File: config.mk
export PLATFORM = sky130hd
export DESIGN_NAME = multicycle_ctrl
export DESIGN_NICKNAME = d
export VERILOG_FILES = /design/src/rtl/multicycle_ctrl_pkg.sv /design/src/rtl/ctrl_outdec.sv /design/src/rtl/multicycle_ctrl.sv
export SDC_FILE = /design/constraint.sdc
export NUM_CORES = 1
export LEC_CHECK = 0
export ABC_AREA = 1
export BUFFER_PORTS_ARGS = -buffer_cell sky130_fd_sc_hd__buf_2
export CORE_MARGIN = 1
export CORE_UTILIZATION = 53
export CTS_BUF_LIST = sky130_fd_sc_hd__clkbuf_4
export DETAILED_ROUTE_END_ITERATION = 10
export PLACE_DENSITY = 0.79
export SETUP_SLACK_MARGIN = 0.05
export SLEW_MARGIN = 10
export SYNTH_ARGS = -nofsm -noshare
export SYNTH_HDL_FRONTEND = slang
export SYNTH_SLANG_ARGS = --single-unit
File: constraint.sdc
create_clock -name CLK -period 2.62 [get_ports CLK]
set_clock_uncertainty 0.2 [all_clocks]
set_input_delay 0.655 -clock CLK [delete_from_list [all_inputs] [get_ports CLK]]
set_output_delay 0.655 -clock CLK [all_outputs]
set_load 0.005 [all_outputs]
File: src/rtl/multicycle_ctrl_pkg.sv
`default_nettype none
// multicycle_ctrl_pkg: classifier format/type codes, controller state encoding,
// pc_src/wb_sel codes and the EXEC dispatch helper shared by the controller files.
package multicycle_ctrl_pkg;

  localparam logic [2:0] I_TYPE  = 3'd0;
  localparam logic [2:0] S_TYPE  = 3'd1;
  localparam logic [2:0] R_TYPE  = 3'd2;
  localparam logic [2:0] R4_TYPE = 3'd3;
  localparam logic [2:0] B_TYPE  = 3'd4;
  localparam logic [2:0] U_TYPE  = 3'd5;
  localparam logic [2:0] J_TYPE  = 3'd6;

  // Type codes follow the RV opcode[6:2] field.
  localparam logic [4:0] LOAD      = 5'b00000;
  localparam logic [4:0] OP_IMM    = 5'b00100;
  localparam logic [4:0] OP_IMM_32 = 5'b00110;
  localparam logic [4:0] STORE     = 5'b01000;
  localparam logic [4:0] OP        = 5'b01100;
  localparam logic [4:0] LUI       = 5'b01101;
  localparam logic [4:0] OP_32     = 5'b01110;
  localparam logic [4:0] MADD      = 5'b10000;
  localparam logic [4:0] NMSUB     = 5'b10010;
  localparam logic [4:0] BRANCH    = 5'b11000;
  localparam logic [4:0] JALR      = 5'b11001;
  localparam logic [4:0] JAL       = 5'b11011;

  typedef enum logic [2:0] {
    ST_FETCH  = 3'd0,
    ST_DECODE = 3'd1,
    ST_EXEC   = 3'd2,
    ST_MEM    = 3'd3,
    ST_WB     = 3'd4,
    ST_TRAP   = 3'd5
  } state_e;

  localparam logic [1:0] PC_PLUS4  = 2'b00;
  localparam logic [1:0] PC_BRANCH = 2'b01;
  localparam logic [1:0] PC_JAL    = 2'b10;
  localparam logic [1:0] PC_JALR   = 2'b11;

  localparam logic [1:0] WB_ALU = 2'b00;
  localparam logic [1:0] WB_MEM = 2'b01;
  localparam logic [1:0] WB_PC4 = 2'b10;
  localparam logic [1:0] WB_IMM = 2'b11;

  typedef enum logic [1:0] {
    EX_MEM    = 2'd0,
    EX_WB     = 2'd1,
    EX_BRANCH = 2'd2,
    EX_OTHER  = 2'd3
  } exec_class_e;

  // Anything not recognised takes the MADD/NMSUB path (NOP or trap).
  function automatic exec_class_e exec_class(input logic [4:0] t);
    exec_class_e c;
    case (t)
      LOAD, STORE:                                 c = EX_MEM;
      BRANCH:                                      c = EX_BRANCH;
      OP, OP_IMM, OP_32, OP_IMM_32, LUI, JAL, JALR: c = EX_WB;
      default:                                     c = EX_OTHER;
    endcase
    return c;
  endfunction

  function automatic logic uses_imm(input logic [2:0] fmt);
    return (fmt == I_TYPE) || (fmt == S_TYPE) || (fmt == U_TYPE) || (fmt == J_TYPE);
  endfunction

endpackage
`default_nettype wire

File: src/rtl/ctrl_outdec.sv
`default_nettype none
// ctrl_outdec: combinational strobe decode for multicycle_ctrl.
// With CTRL_TRAP_EN defined, unsupported EXEC types retire nothing (controller traps).
module ctrl_outdec
  import multicycle_ctrl_pkg::*;
(
  input  logic [2:0] state,
  input  logic [4:0] type_q,
  input  logic [2:0] fmt_q,
  input  logic       mem_ready,
  input  logic       br_taken,
  output logic       mem_req,
  output logic       mem_we,
  output logic       mem_sel_instr,
  output logic       ir_we,
  output logic       pc_we,
  output logic [1:0] pc_src,
  output logic       alu_src_imm,
  output logic       reg_we,
  output logic [1:0] wb_sel,
  output logic       retire
);

  always_comb begin
    mem_req       = 1'b0;
    mem_we        = 1'b0;
    mem_sel_instr = 1'b0;
    ir_we         = 1'b0;
    pc_we         = 1'b0;
    pc_src        = PC_PLUS4;
    alu_src_imm   = 1'b0;
    reg_we        = 1'b0;
    wb_sel        = WB_ALU;
    retire        = 1'b0;
    case (state)
      ST_FETCH: begin
        mem_req       = 1'b1;
        mem_sel_instr = 1'b1;
        ir_we         = mem_ready;
      end
      ST_EXEC: begin
        alu_src_imm = uses_imm(fmt_q);
        case (exec_class(type_q))
          EX_BRANCH: begin
            pc_we  = 1'b1;
            pc_src = br_taken ? PC_BRANCH : PC_PLUS4;
            retire = 1'b1;
          end
          EX_OTHER: begin
`ifndef CTRL_TRAP_EN
            pc_we  = 1'b1;
            retire = 1'b1;
`endif
          end
          default: ;
        endcase
      end
      ST_MEM: begin
        mem_req = 1'b1;
        mem_we  = (type_q == STORE);
        if (mem_ready && (type_q == STORE)) begin
          pc_we  = 1'b1;
          retire = 1'b1;
        end
      end
      ST_WB: begin
        reg_we = 1'b1;
        pc_we  = 1'b1;
        retire = 1'b1;
        case (type_q)
          LOAD:      wb_sel = WB_MEM;
          JAL, JALR: wb_sel = WB_PC4;
          LUI:       wb_sel = WB_IMM;
          default:   wb_sel = WB_ALU;
        endcase
        case (type_q)
          JAL:     pc_src = PC_JAL;
          JALR:    pc_src = PC_JALR;
          default: pc_src = PC_PLUS4;
        endcase
      end
      default: ;
    endcase
  end

endmodule
`default_nettype wire

File: src/rtl/multicycle_ctrl.sv
`default_nettype none
// multicycle_ctrl: FETCH/DECODE/EXEC/MEM/WB sequencer with retired-instruction counter.
// Define CTRL_TRAP_EN to add the TRAP state and sticky trap output for MADD/NMSUB.
module multicycle_ctrl
  import multicycle_ctrl_pkg::*;
#(
  parameter int CNT_W = 32
) (
  input  logic             CLK,
  input  logic             RST_N,
  input  logic [2:0]       instr_format,
  input  logic [4:0]       instr_type,
  input  logic             mem_ready,
  input  logic             br_taken,
  output logic             mem_req,
  output logic             mem_we,
  output logic             mem_sel_instr,
  output logic             ir_we,
  output logic             pc_we,
  output logic [1:0]       pc_src,
  output logic             alu_src_imm,
  output logic             reg_we,
  output logic [1:0]       wb_sel,
  output logic [2:0]       state,
  output logic             retire,
`ifdef CTRL_TRAP_EN
  output logic             trap,
`endif
  output logic [CNT_W-1:0] instret
);

  state_e           state_q, state_d;
  logic [4:0]       type_q, type_d;
  logic [2:0]       fmt_q, fmt_d;
  logic [CNT_W-1:0] instret_q, instret_d;
  logic             dec_mem_req, dec_mem_sel_instr, dec_ir_we;

  ctrl_outdec u_outdec (
    .state         (state_q),
    .type_q        (type_q),
    .fmt_q         (fmt_q),
    .mem_ready     (mem_ready),
    .br_taken      (br_taken),
    .mem_req       (dec_mem_req),
    .mem_we        (mem_we),
    .mem_sel_instr (dec_mem_sel_instr),
    .ir_we         (dec_ir_we),
    .pc_we         (pc_we),
    .pc_src        (pc_src),
    .alu_src_imm   (alu_src_imm),
    .reg_we        (reg_we),
    .wb_sel        (wb_sel),
    .retire        (retire)
  );

  // FETCH is the reset state, so its strobes must be masked while reset is held.
  assign mem_req       = dec_mem_req & RST_N;
  assign mem_sel_instr = dec_mem_sel_instr & RST_N;
  assign ir_we         = dec_ir_we & RST_N;
  assign state         = state_q;
  assign instret       = instret_q;
`ifdef CTRL_TRAP_EN
  assign trap          = (state_q == ST_TRAP);
`endif

  always_comb begin
    state_d   = state_q;
    type_d    = type_q;
    fmt_d     = fmt_q;
    instret_d = instret_q + {{(CNT_W-1){1'b0}}, retire};
    case (state_q)
      ST_FETCH: if (mem_ready) state_d = ST_DECODE;
      ST_DECODE: begin
        type_d  = instr_type;
        fmt_d   = instr_format;
        state_d = ST_EXEC;
      end
      ST_EXEC: begin
        case (exec_class(type_q))
          EX_MEM:    state_d = ST_MEM;
          EX_WB:     state_d = ST_WB;
          EX_BRANCH: state_d = ST_FETCH;
`ifdef CTRL_TRAP_EN
          default:   state_d = ST_TRAP;
`else
          default:   state_d = ST_FETCH;
`endif
        endcase
      end
      ST_MEM: if (mem_ready) state_d = (type_q == STORE) ? ST_FETCH : ST_WB;
      ST_WB: state_d = ST_FETCH;
`ifdef CTRL_TRAP_EN
      ST_TRAP: state_d = ST_TRAP;
`endif
      default: state_d = ST_FETCH;
    endcase
  end

  always_ff @(posedge CLK or negedge RST_N) begin
    if (!RST_N) begin
      state_q   <= ST_FETCH;
      type_q    <= '0;
      fmt_q     <= '0;
      instret_q <= '0;
    end else begin
      state_q   <= state_d;
      type_q    <= type_d;
      fmt_q     <= fmt_d;
      instret_q <= instret_d;
    end
  end

endmodule
`default_nettype wire

==> flow_summary.yaml, run 1 <==
placement:
  hpwl_um: 4080
  dp_slack_ps: 48.5
  port_buffers: 58
  dp_cells: 415
  place.gp.congestion: 0.887
routing:
  detail_route.iter0.violations: 139
  ant_nets: 0
  first_pass_iters: 4
  routed_wl_um: 5260
  wl_per_cell_um: 12.3
  viasPerCell: 5.08
  vias: 2163
  drc: 0
setup_path:
  timing.rr.end: "instret[22]$_DFF_PN0_"
  r2r-start: "type_q[1]$_DFFE_PN0N_"
  crit_fanout: 3
  cp-startpoint: "type_q[1]$_DFFE_PN0N_"
  cp_slowest_cell: "dfrtp_1"
  worstSetupStartpointType: "register"
  critical_path.cell_chain: "nor2_2 > nand3_2 > inv_2 > nand2_1 > nor2_1 > nand2_1 > nand3_2 > buf_2"
  worstSetupEndpointType: "output port"
  crit_type: "register to output port"
  reg2reg_slack_ps: 180
  max_stage_delay_ps: 420
  cp_data_required_time_ps: 1760
  ff2ff_path_depth: 16
  worstPathArrival_ps: 1630
flow_run:
  timing.max_cap.violations: 0
timing:
  finalSetupTns_ps: 0
  finalHoldViolCount: 0
  min_period_over_period_pct: 94.7
  report.final.slew_viol_count: 0
  period_needed_ps: 2480
  slew_headroom_pct: 64.7
  timing.fmax_ghz: 0.403
  worst_slack_ps: 138
  worst_pin_slew_ps: 530
  fin_hold_ws_ps: 159
  setup_viol: 0
  rsz0062_at_grt: "yes"
global_routing:
  grt_pass1_vias: 1835
  grt_first_pass_wirelength_um: 8290
  globalRouteOverflowTotal: 0
  track_usage_pct: 24.0
  grt_max_degree: 44
  antenna_found_initial: 0
clock_network:
  ctsHtreeMaxLevel: 2
  insertion_delay_ps: 370
  clock-root-buffer: "clkbuf_4"
  numCtsBuffers: 5
  cts_tree: "done"
  cts_buffer_depth: 2
  path_clk_slew_ps: 140
  hold_buffers: 0
  clkSinkCount: 43
logic_synthesis:
  synthesis.area_um2: 2380
  ys_seq_elements: 43
  yosysUniqueCellTypes: 25
  ys_warn_count: 0
  ys_seq_area_share_pct: 45.3
  synth_area_leaders: "dfrtp_1 45%, nand2_1 17%, nor2_1 7.9%"
  ys.flop_type: "dfrtp_1"
  synth_cells: 308
  synth_nets: 322
  avgSynthCellArea_um2: 7.72
  synth_top_area_share_pct: 45.3
  synth_top_area_cell: "dfrtp_1"
  synth_edf_count: 0
  ys_async_sr_fraction_pct: 100
power:
  irDropWorstVdd_mv: 0.501
  cellPowerDensity_nw_per_um2: 661
  total_power_mw: 1.89
  p_leak_nw: 1.59
layout:
  final_cell_mix: "105 x nand2_1, 58 x buf_2, 49 x nor2_1"
  nFillCells: 338
  stdcell_count: 426
  final_common_cell: "nand2_1"
  diodes: 0
  multiInputGateArea_um2: 1230
  syn_to_final_growth_pct: 20.2
  num-nets-final: 389
  final-seq-area_um2: 1080
  drive_gt1_share_pct: 25.0
min_path:
  hp-class: "input port to async pin"
outcome:
  status: "completed"
die:
  ios: 59
  rows: 23
  die_y_um: 69.0
  die_w_um: 69.0
  dieArea_um2: 4760
  initial_core_util_pct: 57.4
  core-area_um2: 4140
-- sequential cells by signal (all words and copies together), names as in the netlist --
| register | flops |
|---|---|
| fmt_q | 3 |
| type_q | 5 |
| instret | 32 |
| state | 3 |
-- layout make-up --
cell class                 instances  share of cell area [%]
multi-input combinational        235                    43.2
sequential                        43                    37.7
clock inverter                     1                   0.175
clock buffer                       7                    1.84
tap                               50                    2.19
inverter                          28                    3.68
timing repair buffer              62                    11.2
-- logic make-up after synthesis --
| group | count (synthesis) | synth area share, % |
|---|---|---|
| and+or+nand+nor | 201 | 38.6 |
| DFF | 43 | 45.3 |
| buffers and inverters | 30 | 4.95 |
| xor gates and xnor gates | 17 | 6.26 |
| AOI/OAI and AO/OA | 13 | 2.95 |
| muxes | 2 | 0.947 |
| adders and majority gates | 2 | 1.05 |
-- cells in the mapped netlist, types with 3 or more instances --
cell type    n
nand2_1    105
nor2_1      50
dfrtp_1     43
inv_1       28
nand3_1     14
nand3b_1    11
xor2_1      11
a21oi_1      8
nor2_2       6
xnor2_1      6
nor3_1       4
o21ai_0      3
-- worst max-delay path, delay by kind of cell (launching register included) --
kind                   cells  cell delay (ps)
and+or+nand+nor            6              670
DFF                        1              420
buffers and inverters      2              200
-- stage by stage --
step / utilization, % / instance area (um^2)
after floorplan: - / 2380
after global placement: 65.8 / 2730
after detailed placement: 65.8 / 2730
after CTS: 67.1 / 2780
after global routing: 68.9 / 2860
final: 68.9 / 2860
-- worst max-delay path by stage --
stage | to | slack [ps] | cells after the start
after CTS | instret[20]$_DFF_PN0_ | 60 | 16
after global routing | instret[18]$_DFF_PN0_ | 6 | 14
final | retire | 140 | 8
after global placement | instret[20]$_DFF_PN0_ | 170 | 16
after detailed placement | instret[20]$_DFF_PN0_ | 50 | 16
after floorplan | instret[20]$_DFF_PN0_ | 210 | 16
-- report_power, final --
group          switching [mW]  internal (mW)  total (mW)
clock                   0.211          0.126       0.336
sequential              0.114          0.789       0.903
combinational           0.382          0.267       0.648
total                   0.707           1.18        1.89
-- per-layer routing --
layer / share of wire [%] / global-route usage [%] / wire length (um)
met2: 48 / 39.3 / 2550
met4: 0.91 / 6.12 / 48
met5: 0 / 0 / 0
met1: 45 / 31.8 / 2350
met3: 5.8 / 5.59 / 307
-- timing repair --
action,4_1_cts,5_1_grt
endpoints found under the setup margin,0,16
buffers inserted,0,3
resized for setup,0,12
Power figures use the tool's default switching activity.
==> run 2: changes to the inputs <==
--- a/config.mk
+++ b/config.mk
@@ -7,6 +7,7 @@
 export LEC_CHECK = 0
 export ABC_AREA = 1
 export BUFFER_PORTS_ARGS = -buffer_cell sky130_fd_sc_hd__buf_2
+export CORE_ASPECT_RATIO = 0.7
 export CORE_MARGIN = 1
 export CORE_UTILIZATION = 53
 export CTS_BUF_LIST = sky130_fd_sc_hd__clkbuf_4
==> flow_summary.yaml, run 2 (synthesized netlist as in run 1, its figures left out) <==
outcome:
  status: "completed"
power:
  pwr-share-seq_pct: 45.8
  comb_power_share_pct: 33.6
  cellPowerDensity_nw_per_um2: 687
  p_int_mw: 1.27
  switching_share_pct: 37.1
  power.switching_mw: 0.747
  p_leak_nw: 1.61
  irDropWorstVdd_mv: 0.676
  p_clk_share_pct: 20.6
clock_network:
  ctsHtreeMaxLevel: 2
  path_clk_slew_ps: 140
  cts_tree: "done"
  clkSinkCount: 43
  cts_buffer_depth: 2
  clock-root-buffer: "clkbuf_4"
  numCtsBuffers: 5
  insertion_delay_ps: 360
global_routing:
  track_usage_pct: 25.9
  grt_pass1_vias: 1963
  antenna_found_initial: 0
  grt_max_degree: 44
  grt_first_pass_wirelength_um: 9200
  globalRouteOverflowTotal: 0
placement:
  hpwl_um: 4360
  port_buffers: 58
  dp_cells: 417
  place.gp.congestion: 0.897
  dp_slack_ps: -13.8
  dpl-instance-area_um2: 2730
timing:
  slew_headroom_pct: 63.4
  worst_pin_slew_ps: 549
  worst_slack_ps: 149
  report.final.slew_viol_count: 0
  setup_viol: 0
  period_needed_ps: 2470
  min_period_over_period_pct: 94.3
  finalSetupTns_ps: 0
  timing.fmax_ghz: 0.405
  fin_hold_ws_ps: 158
  finalHoldViolCount: 0
  rsz0062_at_grt: "no"
setup_path:
  cp_slowest_cell: "dfrtp_1"
  worstSetupStartpointType: "register"
  reg2reg_slack_ps: 190
  ff2ff_path_depth: 16
  timing.rr.end: "instret[27]$_DFF_PN0_"
  critical_path.cell_chain: "nor2_2 > nand3_2 > inv_2 > nand2_1 > nor2_2 > nand2_1 > nand3_2 > buf_2"
  r2r-start: "type_q[0]$_DFFE_PN0N_"
  cp_data_required_time_ps: 1760
  crit_buf_inv: 2
  crit_type: "register to output port"
  worstSetupEndpointType: "output port"
  crit_fanout: 4
  max_stage_delay_ps: 440
  worstPathArrival_ps: 1620
  crit_family: "simple AND/OR/NAND/NOR gates"
layout:
  diodes: 0
  final_common_cell: "nand2_1"
  num-nets-final: 392
  syn_to_final_growth_pct: 23.3
  stdcell_count: 431
  multiInputGateArea_um2: 1260
  largest_reg_flops: 32
  fin_area_um2: 2930
  nFillCells: 355
  final-seq-area_um2: 1080
  drive_gt1_share_pct: 26.6
  final_cell_mix: "104 x nand2_1, 58 x buf_2, 47 x nor2_1"
routing:
  first_pass_iters: 4
  vias: 2249
  routed_wl_um: 5700
  wl_per_cell_um: 13.2
  viasPerCell: 5.22
  ant_nets: 0
  drc: 0
  detail_route.iter0.violations: 170
flow_run:
  timing.max_cap.violations: 0
die:
  die_y_um: 58.0
  core-area_um2: 4110
  ios: 59
  die_w_um: 82.1
  dieArea_um2: 4760
  initial_core_util_pct: 57.8
  rows: 19
min_path:
  hp-class: "input port to async pin"
-- run 2: metal layers --
metal	track usage [%]	routed length, um	vias up
li1	-	-	1104
met1	39.0	2750	1053
met2	37.8	2460	87
met3	6.77	455	5
met4	5.26	40	0
met5	0	0	-
-- run 2: worst max-delay path by stage --
stage,from,slack (ps),cells after the start,endpoint
detailed placement,type_q[0]$_DFFE_PN0N_,-10,16,instret[20]$_DFF_PN0_
CTS,type_q[0]$_DFFE_PN0N_,60,16,instret[20]$_DFF_PN0_
global route,type_q[0]$_DFFE_PN0N_,8,8,retire
floorplan,type_q[0]$_DFFE_PN0N_,210,16,instret[20]$_DFF_PN0_
finish,type_q[0]$_DFFE_PN0N_,150,8,retire
global placement,type_q[0]$_DFFE_PN0N_,160,16,instret[22]$_DFF_PN0_
-- run 2: final cells by class --
cell class	count	share of cell area [%]
inverter	28	3.59
tap	52	2.22
clock inverter	3	1.32
sequential	43	36.7
timing repair buffer	65	11.7
multi-input combinational	235	43.2
clock buffer	5	1.28
-- run 2: metrics by stage --
stage	power [mW]	util [%]
after floorplan	1.30	-
after global placement	1.49	66.3
after detailed placement	1.52	66.3
after CTS	1.93	68.6
after global routing	2.17	71.3
final	2.01	71.3
-- run 2: what timing repair did --
item	4_1_cts	5_1_grt
setup endpoints to repair	4	23
pin swaps	1	9
hold buffers	0	0
gates resized for setup	5	15
buffers inserted	0	6
-- run 2: power by group through the flow --
stage          Combinational [mW]  Clock, mW  Sequential, mW
6_report                    0.677      0.415           0.922
3_3_place_gp                0.581          0           0.908
5_1_grt                     0.777      0.453           0.940
4_1_cts                     0.607      0.419           0.903
2_1_floorplan               0.403          0           0.898
3_5_place_dp                0.603          0           0.913
-- run 2: worst reg2reg max path: stages (launching register included) --
cell and delay (ps):
dfrtp_1 440, nor2_2 150, nand3_2 110, inv_2 70, nand2_1 70, nor2_2 130
nand2_1 70, nand3_2 100, ha_4 160, buf_4 120, nand3_4 90, nor2_8 180
nand2_4 100, nor2_4 180, nand2_1 70, nand2_1 50, nand2_1 50
==> run 3: changes to the inputs <==
--- a/config.mk
+++ b/config.mk
@@ -9,10 +9,11 @@
 export BUFFER_PORTS_ARGS = -buffer_cell sky130_fd_sc_hd__buf_2
 export CORE_ASPECT_RATIO = 0.7
 export CORE_MARGIN = 1
-export CORE_UTILIZATION = 53
+export CORE_UTILIZATION = 45
 export CTS_BUF_LIST = sky130_fd_sc_hd__clkbuf_4
 export DETAILED_ROUTE_END_ITERATION = 10
-export PLACE_DENSITY = 0.79
+export GPL_TIMING_DRIVEN = 0
+export PLACE_DENSITY = 0.69
 export SETUP_SLACK_MARGIN = 0.05
 export SLEW_MARGIN = 10
 export SYNTH_ARGS = -nofsm -noshare
==> constraint.sdc (replaced) <==
create_clock -name CLK -period 2.36 [get_ports CLK]
set_clock_uncertainty 0.2 [all_clocks]
set_input_delay 0.59 -clock CLK [delete_from_list [all_inputs] [get_ports CLK]]
set_output_delay 0.59 -clock CLK [all_outputs]
set_load 0.005 [all_outputs]
==> flow_summary.yaml, run 3 (synthesized netlist as in run 1, its figures left out) <==
global_routing:
  grt_pass1_vias: 2148
  globalRouteOverflowTotal: 0
  grt_first_pass_wirelength_um: 10200
  use_met1_pct: 36.2
  use_met2_pct: 34.7
  busiest_layer: "met1"
  track_usage_pct: 24.1
  antenna_found_initial: 0
  use_met3_pct: 5.68
  grt_max_degree: 44
routing:
  routed_wl_um: 6510
  first_pass_iters: 5
  viasPerCell: 4.97
  ant_nets: 0
  vias: 2426
  drc: 0
  wl_per_cell_um: 13.3
  detail_route.iter0.violations: 124
layout:
  nFillCells: 433
  postLayoutCoreUtil_pct: 68.5
  largest_reg_flops: 32
  diodes: 0
  stdcell_count: 488
  drive_gt1_share_pct: 38.7
  fin_area_um2: 3380
  syn_to_final_growth_pct: 42.3
  final_cell_mix: "97 x nand2_1, 57 x buf_2, 45 x nor2_1"
  num-nets-final: 432
  final_common_cell: "nand2_1"
clock_network:
  clkSinkCount: 43
  path_clk_slew_ps: 120
  cts_buffer_depth: 2
  insertion_delay_ps: 360
  ctsHtreeMaxLevel: 2
  cts_tree: "done"
  clock-root-buffer: "clkbuf_4"
  numCtsBuffers: 5
die:
  die_y_um: 62.8
  die_w_um: 88.9
  ios: 59
  initial_core_util_pct: 48.1
  core-area_um2: 4940
  rows: 21
  dieArea_um2: 5580
placement:
  dp_cells: 435
  place.gp.congestion: 0.885
  hpwl_um: 4220
  dp_slack_ps: -332
  port_buffers: 58
  dpl-instance-area_um2: 2780
timing:
  min_period_over_period_pct: 103
  report.final.slew_viol_count: 0
  rsz0062_at_grt: "yes"
  period_needed_ps: 2420
  worst_slack_ps: -62.4
  slew_headroom_pct: 76.4
  worst_pin_slew_ps: 352
  setup_viol: 5
  finalHoldViolCount: 0
  timing.fmax_ghz: 0.413
power:
  cellPowerDensity_nw_per_um2: 780
  irDropWorstVdd_mv: 0.655
  p_leak_nw: 1.82
outcome:
  violations: "setup timing"
  status: "finished with violations"
setup_path:
  cp_data_required_time_ps: 1570
  crit_fanout: 3
  cp_slowest_cell: "dfrtp_1"
  ff2ff_path_depth: 15
  r2r-start: "type_q[4]$_DFFE_PN0N_"
  crit_buf_inv: 4
  timing.rr.end: "state[2]$_DFFE_PN0P_"
  reg2reg_slack_ps: -10
  max_stage_delay_ps: 400
  crit_family: "simple AND/OR/NAND/NOR gates"
  critical_path.cell_chain: "buf_4 > nand4_1 > nand2_2 > inv_2 > nand2_2 > nand3_4 > buf_6 > buf_6"
  worstSetupStartpointType: "register"
  worstPathArrival_ps: 1630
  worstSetupEndpointType: "output port"
  crit_type: "register to output port"
min_path:
  hp-class: "input port to register"
  holdPathStages: 2
  whs_endpoint: "fmt_q[1]$_DFFE_PN0N_"
  hold_start: "instr_format[1]"
flow_run:
  timing.max_cap.violations: 0
-- run 3: cell count changes in the layout (fill, tap and decap cells not counted), sizes merged --
cell,change
buf,+39
bufinv,-1
clkinvlp,+2
clkinv,-1
dlygate4sd3,+1
-- run 3: cell type report --
cell class,count,area [um^2],share of cell area [%]
Clock buffer,5,37.5,1.11
Multi-Input combinational cell,235,1360,40.1
Tap cell,69,86.3,2.55
Timing Repair Buffer,103,682,20.2
Clock inverter,3,20.0,0.592
Sequential cell,43,1080,31.8
Buffer,2,16.3,0.481
Inverter,28,110,3.25
-- run 3: power breakdown --
group | internal (mW) | switching [mW]
clock network | 0.114 | 0.253
registers | 0.876 | 0.150
logic | 0.655 | 0.593
total | 1.64 | 0.996
-- run 3: how the worst max path moves through the flow --
stage                                startpoint  depth (start not counted)                     to  slack (ps)
after floorplan           type_q[0]$_DFFE_PN0N_                         16  instret[22]$_DFF_PN0_          70
after global placement                    RST_N                          4                  ir_we        -320
after detailed placement                  RST_N                          4                  ir_we        -330
after CTS                 type_q[0]$_DFFE_PN0N_                          9                 retire         -20
after global routing       state[0]$_DFFE_PN0P_                         14  instret[22]$_DFF_PN0_        -180
final                     type_q[4]$_DFFE_PN0N_                          8                 retire         -60
-- run 3: metal layers --
| layer | wire (um) | up-vias | share of wire [%] |
|---|---|---|---|
| li1 | - | 1192 | - |
| met1 | 3020 | 1143 | 46 |
| met2 | 2920 | 84 | 45 |
| met3 | 511 | 7 | 7.8 |
| met4 | 59 | 0 | 0.91 |
| met5 | 0 | - | 0 |
-- run 3: what timing repair did --
item / CTS / global route
resized for setup: 31 / 26
pin swaps: 8 / 18
buffers inserted: 34 / 15
setup endpoints to repair: 25 / 31
hold buffers: 2 / 0
endpoints found under the hold margin: 43 / 0
-- run 3: metrics by stage --
stage	setup TNS [ps]	hold slack [ps]	total power, mW
after global placement	-1780	268	1.68
after global routing	-2670	249	2.82
after floorplan	0	94.4	1.45
after detailed placement	-1920	285	1.70
final	-172	257	2.64
after CTS	-30.5	248	2.51
-- run 3: worst reg2reg max path: cells and delay by family (launching register included) --
kind,cells,cell delay (ps)
and+or+nand+nor,3,270
AOI/OAI and AO/OA,1,40
buffers and inverters,11,1360
DFF,1,420
